### config.mk
export PLATFORM = sky130hd
export DESIGN_NAME = pc_unit
export DESIGN_NICKNAME = d
export VERILOG_FILES = /design/src/rtl/pc_pkg.sv /design/src/rtl/pc_next_sel.sv /design/src/rtl/pc_unit.sv
export SDC_FILE = /design/constraint.sdc
export NUM_CORES = 1
export LEC_CHECK = 0
export ABC_AREA = 1
export CORE_MARGIN = 10
export CORE_UTILIZATION = 46
export CTS_CLUSTER_DIAMETER = 30
export DETAILED_ROUTE_END_ITERATION = 16
export HOLD_SLACK_MARGIN = 0.06
export PLACE_DENSITY = 0.78
export SLEW_MARGIN = 20
export SYNTH_ARGS = -nofsm -noshare
export SYNTH_HDL_FRONTEND = slang
export SYNTH_HIERARCHICAL = 1
export SYNTH_SLANG_ARGS = --single-unit
### constraint.sdc
create_clock -name clk -period 2.2 [get_ports clk]
set_input_delay 0.55 -clock clk [delete_from_list [all_inputs] [get_ports clk]]
set_output_delay 0.55 -clock clk [all_outputs]
set_load 0.05 [all_outputs]
### src/rtl/pc_pkg.sv
// ---------------------------------------------------------------------------
// pc_pkg
// Shared definitions for the fetch-stage program counter unit.
//   pc_state_e      : BOOT / RUN / FAULT states of the PC controller
//   PC_RESET_VECTOR : default address loaded while reset is asserted
//   align_mask()    : mask of the low address bits that must be zero for a
//                     legal instruction address at a given IALIGN (2 or 4)
// ---------------------------------------------------------------------------
package pc_pkg;

  typedef enum logic [1:0] {
    PC_BOOT  = 2'd0,
    PC_RUN   = 2'd1,
    PC_FAULT = 2'd2
  } pc_state_e;

  localparam logic [31:0] PC_RESET_VECTOR = 32'h0000_0000;

  // IALIGN is a power of two (2 or 4), so IALIGN-1 selects exactly the
  // address bits below the instruction granule. Returned at 64 bits so any
  // XLEN up to RV64 can take a slice of it.
  function automatic logic [63:0] align_mask(input int ialign);
    return 64'(ialign - 1);
  endfunction

endpackage

### src/rtl/pc_next_sel.sv
// ---------------------------------------------------------------------------
// pc_next_sel
// Combinational next-PC / next-state selection for pc_unit.
// Ports:
//   i_state        current controller state
//   i_pc           current fetch address
//   i_stall        hold request (no sequential advance)
//   i_fetch_ready  instruction memory accepts the current address
//   i_br_taken     branch/jump redirect request, target in i_br_target
//   i_trap         trap redirect request, handler in i_trap_vec
//   o_next_pc      address to load on the next edge
//   o_next_state   state to enter on the next edge
//   o_fault        misaligned branch seen; capture i_br_target as bad address
// ---------------------------------------------------------------------------
module pc_next_sel
  import pc_pkg::*;
#(
  parameter int XLEN   = 32,
  parameter int IALIGN = 4
) (
  input  pc_state_e         i_state,
  input  logic [XLEN-1:0]   i_pc,
  input  logic              i_stall,
  input  logic              i_fetch_ready,
  input  logic              i_br_taken,
  input  logic [XLEN-1:0]   i_br_target,
  input  logic              i_trap,
  input  logic [XLEN-1:0]   i_trap_vec,
  output logic [XLEN-1:0]   o_next_pc,
  output pc_state_e         o_next_state,
  output logic              o_fault
);

  localparam logic [63:0]     MASK64 = align_mask(IALIGN);
  localparam logic [XLEN-1:0] MASK   = MASK64[XLEN-1:0];
  localparam logic [XLEN-1:0] STEP   = XLEN'(IALIGN);

  logic [XLEN-1:0] w_trap_pc;
  logic            w_br_misaligned;

  // Trap handlers are always entered on a legal boundary, so the low bits of
  // the vector are simply dropped rather than treated as a fault.
  assign w_trap_pc       = i_trap_vec & ~MASK;
  assign w_br_misaligned = |(i_br_target & MASK);

  // Redirects outrank the handshake: trap first, then branch, and only then
  // do stall / fetch_ready decide whether the sequential advance happens.
  always_comb begin
    o_next_pc    = i_pc;
    o_next_state = i_state;
    o_fault      = 1'b0;
    unique case (i_state)
      PC_BOOT: begin
        o_next_state = PC_RUN;
        if (i_trap) o_next_pc = w_trap_pc;
      end
      PC_RUN: begin
        if (i_trap) begin
          o_next_pc = w_trap_pc;
        end else if (i_br_taken) begin
          if (w_br_misaligned) begin
            o_next_state = PC_FAULT;
            o_fault      = 1'b1;
          end else begin
            o_next_pc = i_br_target;
          end
        end else if (!i_stall && i_fetch_ready) begin
          o_next_pc = i_pc + STEP;
        end
      end
      PC_FAULT: begin
        if (i_trap) begin
          o_next_pc    = w_trap_pc;
          o_next_state = PC_RUN;
        end
      end
      default: begin
        o_next_state = PC_BOOT;
      end
    endcase
  end

endmodule

### src/rtl/pc_unit.sv
// ---------------------------------------------------------------------------
// pc_unit
// Program counter for the RISC-V fetch stage.
// Ports:
//   clk, rst       rising-edge clock, asynchronous active-low reset
//   stall          hold the PC
//   br_taken       branch/jump redirect to br_target
//   trap           trap redirect to trap_vec (aligned down)
//   fetch_ready    instruction memory accepts pc_out this cycle
//   fetch_valid    pc_out is a valid fetch request (RUN state)
//   pc_out         current fetch address (registered)
//   pc_plus4       pc_out + 4 for link values (combinational)
//   misalign       high while parked on a misaligned branch target
//   bad_addr       offending branch target captured on fault entry
// IALIGN must be 2 or 4.
// ---------------------------------------------------------------------------
module pc_unit
  import pc_pkg::*;
#(
  parameter int              XLEN         = 32,
  parameter logic [XLEN-1:0] RESET_VECTOR = XLEN'(PC_RESET_VECTOR),
  parameter int              IALIGN       = 4
) (
  input  logic            clk,
  input  logic            rst,
  input  logic            stall,
  input  logic            br_taken,
  input  logic [XLEN-1:0] br_target,
  input  logic            trap,
  input  logic [XLEN-1:0] trap_vec,
  input  logic            fetch_ready,
  output logic            fetch_valid,
  output logic [XLEN-1:0] pc_out,
  output logic [XLEN-1:0] pc_plus4,
  output logic            misalign,
  output logic [XLEN-1:0] bad_addr
);

  pc_state_e       r_state;
  logic [XLEN-1:0] r_pc;
  logic            r_fetch_valid;
  logic            r_misalign;
  logic [XLEN-1:0] r_bad_addr;

  pc_state_e       w_next_state;
  logic [XLEN-1:0] w_next_pc;
  logic            w_fault;

  pc_next_sel #(
    .XLEN   (XLEN),
    .IALIGN (IALIGN)
  ) u_next_sel (
    .i_state       (r_state),
    .i_pc          (r_pc),
    .i_stall       (stall),
    .i_fetch_ready (fetch_ready),
    .i_br_taken    (br_taken),
    .i_br_target   (br_target),
    .i_trap        (trap),
    .i_trap_vec    (trap_vec),
    .o_next_pc     (w_next_pc),
    .o_next_state  (w_next_state),
    .o_fault       (w_fault)
  );

  // Status outputs are registered from the next state so they line up with
  // the state they describe; bad_addr only moves on a fresh fault.
  always_ff @(posedge clk or negedge rst) begin
    if (!rst) begin
      r_state       <= PC_BOOT;
      r_pc          <= RESET_VECTOR;
      r_fetch_valid <= 1'b0;
      r_misalign    <= 1'b0;
      r_bad_addr    <= '0;
    end else begin
      r_state       <= w_next_state;
      r_pc          <= w_next_pc;
      r_fetch_valid <= (w_next_state == PC_RUN);
      r_misalign    <= (w_next_state == PC_FAULT);
      if (w_fault) r_bad_addr <= br_target;
    end
  end

  // Link value is always +4 regardless of IALIGN; wraps modulo 2^XLEN.
  assign pc_plus4    = r_pc + XLEN'(4);
  assign pc_out      = r_pc;
  assign fetch_valid = r_fetch_valid;
  assign misalign    = r_misalign;
  assign bad_addr    = r_bad_addr;

endmodule
==> results.cfg, run 1 <==
[status]
status = finished with violations
violations = negative setup slack

[sta]
hold_viol_final = 0
fin_crit_sh_pct = 107.0
postLayoutSetupSlackWorst_ns = -0.1549
setup-tns-final_ns = -2.332
fmaxAchievable_mhz = 424.6
final.setup_skew_ns = 0.009777
finalMaxSlewViolations = 0
setup_viol = 25
rsz0062_at_grt = yes
worstMarginPinSlew_ns = 0.5305
timing.hold.ws_ns = 0.2301
slew_headroom_pct = 64.52
fin_crit_ns = 2.355

[placement]
place.gp.congestion = 0.9067
placed_area_sq_mm = 0.008324
pre_cts_slack_ns = -0.03493
place_hpwl_microns = 15220
io_buffers = 165

[clock_network]
root_buffer = clkbuf_16
numCtsBuffers = 9
htree_levels = 3
path_clk_slew_ns = 0.05
cts_tree = yes
holdBufCountCts = 0
clock_path_buffers = 2
clock_latency_ns = 0.34
clock-sinks = 68

[synth]
synth_edf_count = 0
synth_fa_ha_area_share_pct = 0.4430
synth-async-reset-ratio_pct = 100.0
synth_cell_types = 39
syn-num-nets = 899
yosys.area_share.simple_pct = 41.51
synth-xor-area-share_pct = 2.769
seq_area_frac_synth_pct = 30.12
synthCells = 827
synth_compound_area_share_pct = 9.856
synthFlopType = dfrtp_1
ys_warn_count = 6
synth_area_sq_mm = 0.005649
synthMuxAreaShare_pct = 6.379
synth_top_family_by_area = simple AND/OR/NAND/NOR gates
syn_avg_cell_area_sq_um = 6.831
ys_seq_elements = 68

[critical_path]
critPathArrivalTime_ns = 1.80
worst_setup_path_end_kind = primary output
start_kind = flip-flop
required_ns = 1.65
crit_fanout = 5
crit_type = flip-flop to primary output

[detailed_routing]
drc = 0
vias = 6396
avgViaCountPerCell = 5.348
dr.pass1.iters = 6
wl_microns = 20310
drt-initial-drc-count = 725
wl_per_cell_microns = 16.98
postRouteAntennaNets = 0

[cells_and_area]
finalNetCount = 1117
final_area_sq_mm = 0.008865
antenna_cells = 0
most-common-layout-cells = 210 x nand2_1, 109 x nor2_1, 104 x clkdlybuf4s50_1
final_layout_size_suffix_gt1_share_pct = 29.84
layout_commonest_cell = nand2_1
syn_to_final_growth_pct = 56.92
final_util_pct = 73.80

[grt]
grt_pass1_vias = 6278
grt_pass1_wl_microns = 31850
grt_max_degree = 69
grt.total_usage_pct = 23.51
antenna_found_initial = 0
grt_overflow = 0

[die]
die_w_microns = 130.8
pin_count = 168
die-area_sq_mm = 0.01711
die-height_microns = 130.8
start_util_pct = 47.03
core-area_sq_mm = 0.01201
fp-row-count = 40

[power_and_ir_drop]
power_density_mw_per_mm2 = 1524
ir_drop_mv = 0.9592
p_leak_nw = 4.007

[run]
maxCapViolations = 0

[hold_path]
hold_path_class = primary input to async pin
## sequential cells by signal, indices dropped and copies added, names as in the netlist
signal	flops
bad_addr	32
fetch_valid	1
misalign	1
pc_out	32
r_state	2
## critical path: stages, from the launching register on
cell and delay [ns]:
dfrtp_2 0.42, nand2_1 0.15, nor2_2 0.18, nand2_1 0.11, nor2_4 0.22, nand2_1 0.10
nand2_2 0.09, nand2_4 0.05, buf_12 0.14
## repair_timing
item,4_1_cts,5_1_grt
pin swaps,17,5
gates resized for setup,21,10
endpoints found under the setup margin,23,25
buffers inserted,13,8
## final cells by class
class,instances,area (sq um)
Clock inverter,2,12.51
Timing Repair Buffer,239,2494
Tap cell,147,183.9
Sequential cell,68,1734
Inverter,83,315.3
Multi-Input combinational cell,644,3875
Fill cell,903,3147
Clock buffer,13,250.2
## Yosys cell counts (2+ instances only)
cell,count,area share (%)
nand2_1,235,16
nor2_1,114,7.6
inv_1,76,5.0
nand3_1,70,6.2
dfrtp_1,68,30
a21oi_1,32,2.8
mux2_2,30,6.0
o21ai_0,17,1.5
clkbuf_1,14,0.93
o211ai_1,14,1.9
or2_2,14,1.6
nand4_1,13,1.4
nor2_4,12,2.4
xor2_1,12,1.9
nor2_2,11,1.2
o22ai_1,11,1.2
nand2_2,9,1.0
o32ai_1,9,1.4
buf_2,8,0.71
nand3b_1,8,1.1
inv_2,7,0.47
buf_4,4,0.53
clkbuf_8,4,0.97
nor2_8,4,1.4
nor3_1,4,0.35
xnor2_1,4,0.62
and2_1,3,0.33
o221ai_1,3,0.47
o31ai_1,3,0.40
ha_1,2,0.44
mux2_1,2,0.40
nand3_4,2,0.62
o21ai_1,2,0.18
## cell families after synthesis
family,after synthesis
AO/OA/AOI/OAI,91
adder cells (fa/ha/maj),2
AND/OR/NAND/NOR,502
multiplexers,32
XOR/XNOR,17
flip-flops,68
buffers and inverters,115
## path summary, 6_finish.rpt
check / start / end / slack, ns / depth (start not counted)
max: pc_out[11] / pc_plus4[26] / -0.15 / 8
min: rst / bad_addr[0] / 0.23 / 2
max reg2reg: pc_out[2] / pc_out[26] / 0.23 / 13
min reg2reg: bad_addr[5] / bad_addr[5] / 0.49 / 1
max in group asynchronous: rst / pc_out[25] / 1.64 / 2
min in group clk: bad_addr[5] / bad_addr[5] / 0.49 / 1
## through the flow
stage	instances	power [mW]
6_report	1196	13.51
5_1_grt	1196	14.21
4_1_cts	1188	13.39
3_5_place_dp	1160	11.81
3_3_place_gp	1160	11.70
2_1_floorplan	827	8.053
## metal layers
metal | vias to the layer above | GRT usage [%] | part of all wire [%]
met5 | - | 0 | 0
met4 | 0 | 8.175 | 2.1
met3 | 29 | 6.205 | 10
met2 | 288 | 38.33 | 48
met1 | 2960 | 29.44 | 40
li1 | 3119 | - | -
## power breakdown
part	switching, mW	leakage (nW)	internal [mW]	total (mW)
Combinational	6.03	3.10	3.76	9.79
Clock	0.521	0.126	0.786	1.31
Sequential	0.572	0.785	1.84	2.41
Power figures use the tool's default switching activity.
==> run 2: changes to the inputs <==
- REMOVE_ABC_BUFFERS: default -> 1
==> run 2 against run 1 <==
The run still ends with negative setup slack left. Utilization down 1.6 points. Maximum frequency down 0.85%. Critical path type unchanged. Clock power up 11%. Highest routed layer unchanged.
==> results.cfg, run 2 (synthesis results as in run 1) <==
[clock_network]
clock_latency_ns = 0.34
cts_tree = yes
root_buffer = clkbuf_16
clock_path_buffers = 2
htree_levels = 3
numCtsBuffers = 9
clock-sinks = 68
path_clk_slew_ns = 0.06

[power_and_ir_drop]
swShare_pct = 53.00
combPwrFrac_pct = 70.4
ir_drop_mv = 0.8062
pwr-share-seq_pct = 18.7
power_density_mw_per_mm2 = 1541
internal_power_mw = 6.285
p_leak_nw = 4.008
fin_total_pwr_mw = 13.37
p_clk_share_pct = 10.9
switching_power_mw = 7.087

[sta]
postLayoutSetupSlackWorst_ns = -0.1751
slew_headroom_pct = 63.56
hold_viol_final = 0
fmaxAchievable_mhz = 421.0
final.setup_skew_ns = 0.007783
fin_crit_sh_pct = 108.0
rsz0062_at_grt = yes
fin_crit_ns = 2.375
worstMarginPinSlew_ns = 0.5449
setup_viol = 25
finalMaxSlewViolations = 0

[grt]
grt_pass1_wl_microns = 32580
grt_overflow = 0
grt_pass1_vias = 6549
antenna_found_initial = 0
grt.total_usage_pct = 23.86
grt_max_degree = 33

[status]
status = finished with violations
violations = negative setup slack

[placement]
place.gp.congestion = 0.9127
io_buffers = 165
place_hpwl_microns = 15430

[detailed_routing]
vias = 6629
postRouteAntennaNets = 0
wl_microns = 21030
drt-initial-drc-count = 682
wl_per_cell_microns = 17.54
dr.pass1.iters = 5
drc = 0
avgViaCountPerCell = 5.529

[cells_and_area]
layout_commonest_cell = nand2_1
most-common-layout-cells = 211 x nand2_1, 112 x nor2_1, 104 x clkdlybuf4s50_1
finalNetCount = 1119
final_layout_size_suffix_gt1_share_pct = 28.52
final_util_pct = 72.25
antenna_cells = 0
syn_to_final_growth_pct = 53.62

[die]
die-area_sq_mm = 0.01711
core-area_sq_mm = 0.01201
die-height_microns = 130.8
fp-row-count = 40
start_util_pct = 47.03
die_w_microns = 130.8
pin_count = 168

[critical_path]
worst_setup_path_end_kind = primary output
required_ns = 1.65
start_kind = flip-flop
crit_slowest_cell = dfrtp_2
crit_type = flip-flop to primary output
r2r_end = pc_out[16]
crit_fanout = 3
critPathArrivalTime_ns = 1.83
crit_chain = ha_4 > nand3_1 > nor2_2 > buf_4 > xor2_1 > buf_12
reg2reg_slack_ns = 0.15
max_stage_delay_ns = 0.42
r2r-start = pc_out[3]
reg2reg_depth = 15

[run]
maxCapViolations = 0

[hold_path]
hold_path_class = primary input to async pin
run 2: area by class of cell:
cell class / instances / area, sq um
clock buffers: 12 / 246.5
clock inverters: 4 / 48.80
fillers: 935 / 3333
inverters: 83 / 311.5
multi-input cells: 644 / 3659
flip-flops and latches: 68 / 1723
well taps: 147 / 183.9
repair buffers: 241 / 2506
run 2: metal layers:
layer	routed length, microns	track usage [%]
met1	8202	29.62
met2	9889	39.37
met3	2334	5.197
met4	603	9.680
met5	0	0
run 2: how the worst max path moves through the flow:
stage | start | to | slack, ns
4_1_cts | pc_out[3] | pc_plus4[14] | -0.12
6_report | pc_out[2] | pc_plus4[8] | -0.18
3_5_place_dp | br_taken | bad_addr[23] | -0.03
2_1_floorplan | r_state[0] | bad_addr[0] | -2.29
3_3_place_gp | fetch_ready | pc_out[30] | -0.005
5_1_grt | pc_out[14] | pc_plus4[21] | -0.28
run 2: timing repair:
item,in CTS,in global routing
pin swaps,15,14
gates resized for setup,46,19
cloned,0,0
hold buffers,0,0
endpoints found under the setup margin,24,29
buffers inserted,9,10
run 2: per-stage QoR:
step	cells	setup TNS, ns	instance area, sq um	hold WS [ns]	setup slack [ns]
finish	1199	-2.456	8678	0.1526	-0.1751
global route	1199	-4.971	8678	0.1706	-0.2753
CTS	1190	-2.106	8538	0.1574	-0.1241
detailed placement	1165	-0.2703	8003	0.4787	-0.03140
global placement	1165	-0.004775	8003	0.4691	-0.004775
floorplan	795	-88.07	5456	0.2544	-2.286
run 2: power groups by stage:
stage	Clock, mW	Combinational [mW]	Sequential (mW)
detailed placement	0	8.95	2.47
finish	1.45	9.41	2.50
floorplan	0	3.21	4.41
CTS	1.48	9.27	2.46
global placement	0	8.87	2.44
global route	1.54	9.95	2.58
run 2: critical path: cells and delay by family, from the launching register on:
| family | cells | cell delay (ns) |
|---|---|---|
| xor+xnor | 1 | 0.27 |
| fa+ha+maj | 1 | 0.17 |
| buf+inv | 2 | 0.30 |
| flops | 1 | 0.42 |
| simple gates | 2 | 0.31 |
==> run 3: changes to the inputs <==
- CTS_BUF_LIST: default -> sky130_fd_sc_hd__clkbuf_8
==> run 3 against run 2 <==
The flow still finishes with violations (negative setup slack). Final cell count shrank 0.17%. Sequential share of layout area grew 0.31 points. Clock skew grew 0.0093 ns. Utilization shrank 1.1 points. Non-clock buffer count shrank 3. Setup slack gained 0.020 ns. Wire length shrank 0.78%. Via count shrank 0.91%. Maximum frequency grew 0.85%. Count of clock-buffer cells in the layout shrank 2. First-iteration DRC count shrank 6.0%. Worst hold slack lost 0.044 ns. Critical endpoint unchanged. Largest power group unchanged.
==> results.cfg, run 3 (synthesis results as in run 1) <==
[cells_and_area]
multi_input_area_sq_mm = 0.003655
seqCellArea_sq_mm = 0.001723
final_util_pct = 71.14
finalNetCount = 1117
syn_to_final_growth_pct = 51.25
stdcell_count = 1197
antenna_cells = 0
final_layout_size_suffix_gt1_share_pct = 28.00
layout_commonest_cell = nand2_1
fillers = 958
most-common-layout-cells = 218 x nand2_1, 109 x nor2_1, 104 x clkdlybuf4s50_1
final_area_sq_mm = 0.008544

[detailed_routing]
drc = 0
wl_per_cell_microns = 17.43
vias = 6569
postRouteAntennaNets = 0
drt-initial-drc-count = 641
wl_microns = 20870
avgViaCountPerCell = 5.488
dr.pass1.iters = 6

[status]
status = finished with violations
violations = negative setup slack

[die]
start_util_pct = 47.03
pin_count = 168
die-height_microns = 130.8
core-area_sq_mm = 0.01201
die_w_microns = 130.8
die-area_sq_mm = 0.01711
fp-row-count = 40

[sta]
setup_viol = 25
slew_headroom_pct = 63.86
hold_viol_final = 0
worstMarginPinSlew_ns = 0.5404
fmaxAchievable_mhz = 424.6
fin_crit_sh_pct = 107.1
postLayoutSetupSlackWorst_ns = -0.1551
rsz0062_at_grt = yes
finalMaxSlewViolations = 0
final.setup_skew_ns = 0.01704
fin_crit_ns = 2.355
timing.hold.ws_ns = 0.1083

[placement]
place.gp.congestion = 0.9127
dp.cells = 1165
io_buffers = 165
placed_area_sq_mm = 0.008003
place_hpwl_microns = 15430
pre_cts_slack_ns = -0.03140

[critical_path]
worst_setup_path_end_kind = primary output
r2r_end = pc_out[26]
crit_type = flip-flop to primary output
critPathArrivalTime_ns = 1.81
reg2reg_depth = 14
required_ns = 1.65
start_kind = flip-flop
crit_fanout = 3
crit_path_start = pc_out[2]
r2r-start = pc_out[3]
reg2reg_slack_ns = 0.21

[grt]
grt_pass1_vias = 6499
grt.total_usage_pct = 23.81
antenna_found_initial = 0
grt_max_degree = 33
grt_overflow = 0
grt_pass1_wl_microns = 32550

[power_and_ir_drop]
ir_drop_mv = 0.8635
power_density_mw_per_mm2 = 1517
p_leak_nw = 3.950

[clock_network]
numCtsBuffers = 9
clock-sinks = 68
clock_latency_ns = 0.37
root_buffer = clkbuf_8
htree_levels = 3
clock_path_buffers = 2
path_clk_slew_ns = 0.09
holdBufCountCts = 0
cts_tree = yes

[run]
maxCapViolations = 0

[hold_path]
hold_path_class = primary input to async pin
[run 3: how the worst max path moves through the flow]
stage	end	slack, ns	cells after the start
2_1_floorplan	bad_addr[0]	-2.29	5
3_3_place_gp	pc_out[30]	-0.005	12
3_5_place_dp	bad_addr[23]	-0.03	5
4_1_cts	pc_plus4[14]	-0.15	7
5_1_grt	pc_plus4[26]	-0.28	8
6_report	pc_plus4[8]	-0.16	6
[run 3: power by group]
part,leakage (nW),internal (mW),switching [mW]
logic,3.05,3.55,5.85
registers,0.790,1.82,0.676
clock network,0.109,0.545,0.525
total,3.95,5.92,7.05
[run 3: worst max-delay path, cell delays in order, from the launching register on]
cell and delay [ns]:
dfrtp_2 0.43, ha_4 0.17, nand3_1 0.13, nor2_2 0.17, buf_4 0.12, xor2_1 0.25
buf_12 0.18
[run 3: timing repair]
action                     4_1_cts  5_1_grt
buffers inserted                 9        6
pin swaps                       15       10
resized for setup               45       17
gates cloned                     0        1
setup endpoints to repair       25       31
[run 3: cell type report]
| type | count | share of cell area (%) |
|---|---|---|
| clock inverter | 6 | 0.6590 |
| clock buffer | 10 | 1.611 |
| sequential | 68 | 20.16 |
| timing repair buffer | 238 | 28.99 |
| inverter | 83 | 3.646 |
| tap | 147 | 2.153 |
| multi-input combinational | 645 | 42.77 |
[run 3: stage by stage]
stage | total power [mW] | setup TNS, ns
after CTS | 12.79 | -2.873
final | 12.96 | -3.017
after detailed placement | 11.43 | -0.2703
after floorplan | 7.617 | -88.07
after global placement | 11.31 | -0.004775
after global routing | 13.67 | -5.567
[run 3: layer usage]
layer / share of wire [%] / track usage [%]
met1: 40 / 30.06
met4: 2.9 / 9.418
met3: 11 / 5.520
met2: 46 / 38.57
met5: 0 / 0
